<file path="config.mk">
export PLATFORM = sky130hd
export DESIGN_NAME = lcd_text_writer
export DESIGN_NICKNAME = d
export VERILOG_FILES = /design/src/rtl/lcd_text_writer.sv
export SDC_FILE = /design/constraint.sdc
export NUM_CORES = 1
export LEC_CHECK = 0
export CAP_MARGIN = 20
export CORE_ASPECT_RATIO = 0.9
export CORE_UTILIZATION = 51
export DETAILED_ROUTE_END_ITERATION = 7
export HOLD_SLACK_MARGIN = 0.1
export PLACE_DENSITY = 0.72
export SLEW_MARGIN = 20
export SYNTH_ARGS = -nofsm -noshare
export SYNTH_HDL_FRONTEND = slang
export SYNTH_SLANG_ARGS = --single-unit
</file>
<file path="constraint.sdc">
create_clock -name clk -period 13.9 [get_ports clk]
set_clock_uncertainty 0.15 [all_clocks]
set_input_delay 3.475 -clock clk [delete_from_list [all_inputs] [get_ports clk]]
set_output_delay 3.475 -clock clk [all_outputs]
set_load 0.005 [all_outputs]
</file>
<file path="src/rtl/lcd_text_writer.sv">
// lcd_text_writer: 2-line frame buffer streamed to the LCD controller byte handshake.
// Define LCD_DIRTY_LINE_EN to send only lines written since they were last sent.
module lcd_text_writer #(
  parameter int         CHARS_PER_LINE = 16,
  parameter logic [7:0] LINE0_CMD      = 8'h80,
  parameter logic [7:0] LINE1_CMD      = 8'hC0,
  parameter int         ACK_TIMEOUT    = 64
) (
  input  logic                                clk,
  input  logic                                reset,
  input  logic                                wr_en,
  input  logic [$clog2(2*CHARS_PER_LINE)-1:0] wr_addr,
  input  logic [7:0]                          wr_data,
  input  logic                                refresh,
  input  logic                                busy_flag,
  output logic                                data_ready,
  output logic [7:0]                          d_out,
  output logic                                rs_out,
  output logic                                frame_busy,
  output logic                                frame_done,
  output logic                                ack_error
);
  localparam int N  = 2*CHARS_PER_LINE;
  localparam int AW = $clog2(N);
  localparam int IW = $clog2(N+2);
  localparam int CW = $clog2(ACK_TIMEOUT+1);
  localparam logic [IW-1:0] LAST0 = IW'(CHARS_PER_LINE);
  localparam logic [IW-1:0] CMD1  = IW'(CHARS_PER_LINE+1);
  localparam logic [IW-1:0] LAST1 = IW'(N+1);

  typedef enum logic [1:0] {IDLE, REQ, HOLD} state_t;

  state_t        r_state, w_state_nxt;
  logic [7:0]    r_buf [N];
  logic [IW-1:0] r_idx, w_idx_nxt;
  logic [CW-1:0] r_cnt;
  logic [7:0]    r_d;
  logic          r_rs, r_pending, r_done, r_err;
  logic          w_load, w_take, w_done, w_abort, w_last, w_rs;
  logic [1:0]    w_dirty;
  logic [AW-1:0] w_bidx;
  logic [7:0]    w_byte;

`ifdef LCD_DIRTY_LINE_EN
  logic [1:0] r_dirty, w_set, w_clr;
  assign w_set = !wr_en ? 2'b00 : (wr_addr >= AW'(CHARS_PER_LINE)) ? 2'b10 : 2'b01;
  assign w_clr = !(r_state == REQ && busy_flag) ? 2'b00 :
                 (r_idx == '0) ? 2'b01 : (r_idx == CMD1) ? 2'b10 : 2'b00;
  // a write marks its line; acknowledging that line's cursor command clears it (write wins)
  always_ff @(posedge clk or posedge reset)
    if (reset) r_dirty <= 2'b11;
    else       r_dirty <= (r_dirty & ~w_clr) | w_set;
  assign w_dirty = r_dirty;
`else
  assign w_dirty = 2'b11;
`endif

  assign w_last = (r_idx == LAST1) || (r_idx == LAST0 && !w_dirty[1]);

  // sequencer: next state, next sequence index and handshake events
  always_comb begin
    w_state_nxt = r_state;
    w_idx_nxt   = r_idx;
    w_load      = 1'b0;
    w_take      = 1'b0;
    w_done      = 1'b0;
    w_abort     = 1'b0;
    case (r_state)
      IDLE: begin
        if (r_pending && w_dirty == 2'b00) begin
          w_take = 1'b1;
          w_done = 1'b1;
        end else if (r_pending && !busy_flag) begin
          w_take      = 1'b1;
          w_load      = 1'b1;
          w_idx_nxt   = w_dirty[0] ? '0 : CMD1;
          w_state_nxt = REQ;
        end
      end
      REQ: begin
        if (busy_flag) w_state_nxt = HOLD;
        else if (r_cnt == CW'(ACK_TIMEOUT-1)) begin
          w_abort     = 1'b1;
          w_state_nxt = IDLE;
        end
      end
      HOLD: begin
        if (!busy_flag && w_last) begin
          w_done      = 1'b1;
          w_state_nxt = IDLE;
        end else if (!busy_flag) begin
          w_load      = 1'b1;
          w_idx_nxt   = r_idx + IW'(1);
          w_state_nxt = REQ;
        end
      end
      default: w_state_nxt = IDLE;
    endcase
  end

  assign w_bidx = AW'(w_idx_nxt - ((w_idx_nxt > LAST0) ? IW'(2) : IW'(1)));
  assign w_byte = (w_idx_nxt == '0) ? LINE0_CMD : (w_idx_nxt == CMD1) ? LINE1_CMD : r_buf[w_bidx];
  assign w_rs   = (w_idx_nxt != '0) && (w_idx_nxt != CMD1);

  // state register; reset aborts any frame at once
  always_ff @(posedge clk or posedge reset)
    if (reset) r_state <= IDLE;
    else       r_state <= w_state_nxt;

  // byte latch, timeout counter, pending request and one-cycle status pulses
  always_ff @(posedge clk or posedge reset)
    if (reset) begin
      r_idx     <= '0;
      r_cnt     <= '0;
      r_d       <= 8'h00;
      r_rs      <= 1'b0;
      r_pending <= 1'b0;
      r_done    <= 1'b0;
      r_err     <= 1'b0;
    end else begin
      r_idx     <= w_idx_nxt;
      r_cnt     <= w_load ? '0 : r_cnt + CW'(1);
      if (w_load) begin
        r_d  <= w_byte;
        r_rs <= w_rs;
      end
      r_pending <= refresh | (r_pending & !w_take & !w_abort);
      r_done    <= w_done;
      r_err     <= w_abort;
    end

  // frame buffer, cleared to spaces
  always_ff @(posedge clk or posedge reset)
    if (reset) for (int i = 0; i < N; i++) r_buf[i] <= 8'h20;
    else if (wr_en) r_buf[wr_addr] <= wr_data;

  assign data_ready = (r_state == REQ);
  assign frame_busy = (r_state != IDLE);
  assign d_out      = r_d;
  assign rs_out     = r_rs;
  assign frame_done = r_done;
  assign ack_error  = r_err;
endmodule
</file>
# Word level (Yosys, flattened, before mapping)
# Cells that the tools add are included.
# word_totals
mem_bits_rw	0
wordCells	103
input_bits	18
rom_bits	0
latchBits	0
register_bits	283
mem_count	0
out_inout_bits	13
# op_classes
muxes	30
n_eq_ne	9
bitwise	5
n_lt_le_gt_ge	4
n_div	0
reduce_logical	12
add_sub_neg	3
n_mul	0
shifts	0
# ops
op	count
$bwmux 256	1
$bmux 8 s5	1
$demux 8 s5	1
$mux 8	5
$mux 6	3
$ge 6x6->1 const B	2
$mux 2	6
$not 5->6	2
$pmux 6 s2	1
$mux 1	9
$add 7x1->7 const B	1
$eq 7x6->1 const B	1
$mux 7	1
$add 6x1->6 const B	1
$eq 6x5->1 const B	1
$eq 6x6->1 const B	1
$gt 6x5->1 const B	1
$logic_not 6->1	1
$lt 6x1->1 const B	1
$ne 6x5->1 const B	1
$pmux 2 s3	1
$reduce_bool 6->1	1
$sub 5x2->5	1
$logic_and 1x1->1	4
other kinds (12)	15

# Depth between registers and ports, before layout
# depth
depth_word	13
mapped_depth	20
mapped_depth_nobuf	18

# Least setup slack after synthesis
# Ideal clock, no wire load.
# synth_timing
path_type	input to register
from	input port busy_flag
to	register r_d[0], in the netlist d_out[0]
required_ps	13613
setup_time_ps	137
stages	18
arrival_ps	7661
path_buffers	5
path_slack_ps	5952
cell_sequence	or4b_4 -> buf_6 -> and2_1 -> buf_2 -> nand2_1 -> o21a_1 -> nand2_1 -> a21oi_1 -> ha_1 -> inv_1 -> fa_1 -> clkbuf_1 -> clkbuf_1 -> clkbuf_1 -> mux4_2 -> mux4_2 -> mux2i_1 -> o21ai_1
# synth_via
elab_chain_len	13
word_cells_on_any_way	22
cone_classes	1 x add/sub; 1 x order compare; 1 x eq/ne; 14 x mux; 1 x bitwise; 4 x reduce/logical
# synth_rtl
item	line	rtl
start, declared	15	input logic busy_flag,
$logic_not 1->1	--	
$logic_and 1x1->1 (on tied branches)	88, 73	
$mux 6 (on tied branches)	88, 73	
$pmux 6 s2	68	case (r_state)
$gt 6x5->1	101	assign w_bidx = AW'(w_idx_nxt - ((w_idx_nxt > LAST0) ? IW'(2) : IW'(1)));
$mux 2	101	
$sub 5x2->5	101	
$not 5->6 (implied by the code)	102	assign w_byte = (w_idx_nxt == '0) ? LINE0_CMD : (w_idx_nxt == CMD1) ? LINE1_CMD : r_buf[w_bidx];
$bmux 8 s5	102	
$mux 8 (implied by the code) (2 in series)	102	
$mux 8 (2 in series)	102	
end signal, assigned	124	r_d <= w_byte;
end, declared	37	logic [7:0] r_d;
# Several ways; a longest one is shown, not always the timed one. The select of a mux whose other input is x is not followed.
# A chain may end at the register's enable or synchronous reset.

# Worst setup path after layout
# layout_timing
from	input port busy_flag
to	register r_d[6], in the netlist d_out[6]
# Same word-level chain as after synthesis.

==> out/results.txt <==
path type of the worst setup path -> input pin to flip-flop
remaining global-route overflow -> 0
final wirelength -> 28340 um
root buffer cell -> sky130_fd_sc_hd__clkbuf_16
final number of max-transition violations -> 0
leading cell types in the layout, fill and taps excluded -> 257 x sky130_fd_sc_hd__mux2_2, 251 x sky130_fd_sc_hd__dfrtp_1, 78 x sky130_fd_sc_hd__mux4_2, 33 x sky130_fd_sc_hd__nand2_1, 32 x sky130_fd_sc_hd__dfstp_2
floorplan die width -> 171.3 um
ratio of cells with drive above 1 in the final layout -> 0.4960
number of clock sinks seen by CTS -> 283
largest driver fanout on the critical path -> 55
cell breakdown of the critical path -> clkdlybuf4s50_1 -> or4b_4 -> and2_1 -> nand2_1 -> o21a_1 -> nand2_1 -> a21oi_1 -> ha_4 -> inv_1 -> fa_4 -> buf_4 -> mux4_2 -> and3_1 -> a2111o_1 -> a21oi_1 -> o21ai_0 -> a31o_1
shortest clock period the worst path allows after layout -> 8.896 ns
per-cell via count in the routed design -> 5.941
remaining routing DRC violations -> 0
# setup viols final -> 0
total number of vias -> 7254
commonest register cell after synthesis -> sky130_fd_sc_hd__dfrtp_1
post-cts sizing count -> 0
Max stage delay cell, worst path -> sky130_fd_sc_hd__fa_4
GR Util All Layers -> 0.2280
height of the chip -> 154.4 um
Final ANT Viol Nets -> 0
max-cap violation count -> 0
Final Non-Filler Cells -> 1221
pin count of the biggest net entering global routing -> 146
first-pass GRT wire length -> 45480 um
number of buffers on the longest clock path -> 3
fraction of post-synthesis cell area in the top cell type by area -> 0.4775
Comb power frac -> 0.262
average cell area after synthesis -> 15.66 um2
post-DP HPWL -> 17780 um
standard-cell row count -> 55
share of the clock period used by the worst path after layout -> 0.6400
initial antenna violation count -> 0
# port buffers -> 30
delay of the slowest critical-path stage -> 0.88 ns
asr flop ratio synth -> 1.000
number of buffers added for setup after CTS -> 0
net switching power -> 0.6915 mW
GP Congestion -> 0.8086
switching part of the total power -> 0.2747
kind of end point of the critical path -> flip-flop
required time reported for the critical path endpoint -> 14.19 ns
post-route core utilization -> 0.5812
core outline area -> 25260 um2
die outline area -> 26440 um2
Yosys warnings -> 0
clock group share of total power -> 0.307
Hold Path Cell Cnt -> 1
DP Cell Count -> 1167
most frequent standard cell in the layout excluding fill and tap cells -> sky130_fd_sc_hd__mux2_2
unrepaired setup endpoints after global routing -> no
static leakage -> 6.353 nW
CTS buffer count -> 29
synthesized netlist net count -> 864
I/O pin total -> 31
total chip power -> 2.518 mW
share of synthesized area occupied by flip-flops and latches -> 0.5415
Yosys cell types -> 57
number of flip-flops and latches in the synthesized netlist -> 283
number of enable-type register cells in the synthesized netlist -> 0
clock tree from TritonCTS -> yes
Rel. slew slack -> 0.2655
cells taking the most area after synthesis -> sky130_fd_sc_hd__dfrtp_1 48%, sky130_fd_sc_hd__mux2_2 22%, sky130_fd_sc_hd__mux4_2 13%
Internal Power -> 1.826 mW
cell taking the most area after synthesis -> sky130_fd_sc_hd__dfrtp_1
Total Nets Final -> 880
H-tree levels -> 1
Peak supply drop -> 0.1013 mV
clock transition at the register clock pins on the worst setup and hold paths after CTS -> 0.06 ns
iteration count of the initial detailed-routing pass -> 5
vias in the first global route -> 7439
Diodes inserted -> 0
Post-CTS Hold Fix Bufs -> 0
Post-Synthesis Cells -> 840
fraction of power consumed by sequential logic -> 0.431
final hold violation count -> 0
Setup TNS -> 0 ns
outcome -> completed
worst min-delay path category -> flip-flop to flip-flop
element type at the critical path start -> input pin
number of DRC markers after the initial detailed-route iteration -> 479
maximum frequency from static timing analysis -> 112.4 MHz
worst path arrival time -> 9.19 ns
worst reg2reg path depth -> 16
Pwr per Cell Area -> 171.5 nW/um2
starting utilization of the core area -> 0.5208
area growth from synthesis to layout -> 11.60%
mapped cell area -> 13150 um2
average routed wire per standard cell -> 23.21 um
Worst-Skew Late Latency -> 0.55 ns
Slew @ Worst Pin -> 1.098 ns
-- final cells by class --
type,count,area [um2]
multi-input combinational,499,5816
fill,1983,10580
tap,342,427.9
inverter,5,26.28
clock inverter,10,128.9
clock buffer,44,812.0
sequential,283,7122
timing repair buffer,38,345.3
-- per-layer routing --
metal,GRT usage,share of wire
met3,0.04273,0.052
met5,0.02079,0.0025
met2,0.3347,0.45
met1,0.3512,0.48
met4,0.05017,0.019
-- path summary, 6_finish.rpt --
check / startpoint / endpoint / slack (ns)
min in group asynchronous: reset / r_buf[212]$_DFFE_PP0P_ / 3.37
max reg2reg: r_state[1]$_DFFE_PP0P_ / d_out[6]$_DFFE_PP0P_ / 7.94
max in group asynchronous: reset / r_buf[65]$_DFFE_PP0P_ / 8.75
min: r_cnt[0]$_DFF_PP0_ / r_cnt[0]$_DFF_PP0_ / 0.31
min reg2reg: r_cnt[0]$_DFF_PP0_ / r_cnt[0]$_DFF_PP0_ / 0.31
max: busy_flag / d_out[6]$_DFFE_PP0P_ / 5.00
-- sequential cells by signal, indices dropped and copies added, names as in the netlist --
name,flops
ack_error,1
d_out,8
frame_done,1
r_buf,256
r_cnt,7
r_idx,6
r_pending,1
r_state,2
rs_out,1
-- power by group through the flow --
| stage | sequential (mW) | clock, mW | combinational, mW |
|---|---|---|---|
| after floorplan | 1.07 | 0 | 0.500 |
| after global placement | 1.09 | 0 | 0.654 |
| after detailed placement | 1.10 | 0 | 0.668 |
| after CTS | 1.08 | 0.789 | 0.670 |
| after global routing | 1.11 | 0.820 | 0.710 |
| final | 1.09 | 0.772 | 0.660 |
-- stage by stage --
stage | area, um2 | setup WS [ns] | hold WS, ns
after floorplan | 13150 | 2.521 | 0.2829
after global placement | 13740 | 4.600 | 0.3020
after detailed placement | 13740 | 4.509 | 0.3009
after CTS | 14680 | 5.053 | 0.3088
after global routing | 14680 | 4.721 | 0.3569
final | 14680 | 5.004 | 0.3064
-- critical path, delay by kind of cell --
kind | cells | cell delay [ns]
muxes | 1 | 0.42
adders and majority gates | 2 | 1.07
AOI/OAI and AO/OA | 6 | 1.62
buffers and inverters | 3 | 1.29
and+or+nand+nor | 5 | 1.25
-- cell families after synthesis --
logic type                 after synthesis  share of synthesized area
adders and majority gates                6                   0.006279
muxes                                  346                     0.3637
and+or+nand+nor                        109                    0.04490
DFF                                    283                     0.5415
buffers and inverters                   58                    0.01874
xor gates and xnor gates                 9                   0.009419
AOI/OAI and AO/OA                       29                    0.01551
-- synthesized netlist by cell type (all sizes together), types with 2 or more instances --
library cell and count:
a2111o 2, a21oi 4, a22o 2, and2 2
and3 5, buf 8, clkbuf 45, dfrtp 251
dfstp 32, ha 5, inv 5, mux2 259
mux2i 8, mux4 79, nand2 34, nand2b 3
nand3 8, nand3b 4, nand4bb 2, nor2 27
nor2b 3, nor3 5, nor3b 7, o21ai 10
o21bai 2, or2 2, or3b 2, xnor2 5
xor2 4
Power figures use the tool's default switching activity.
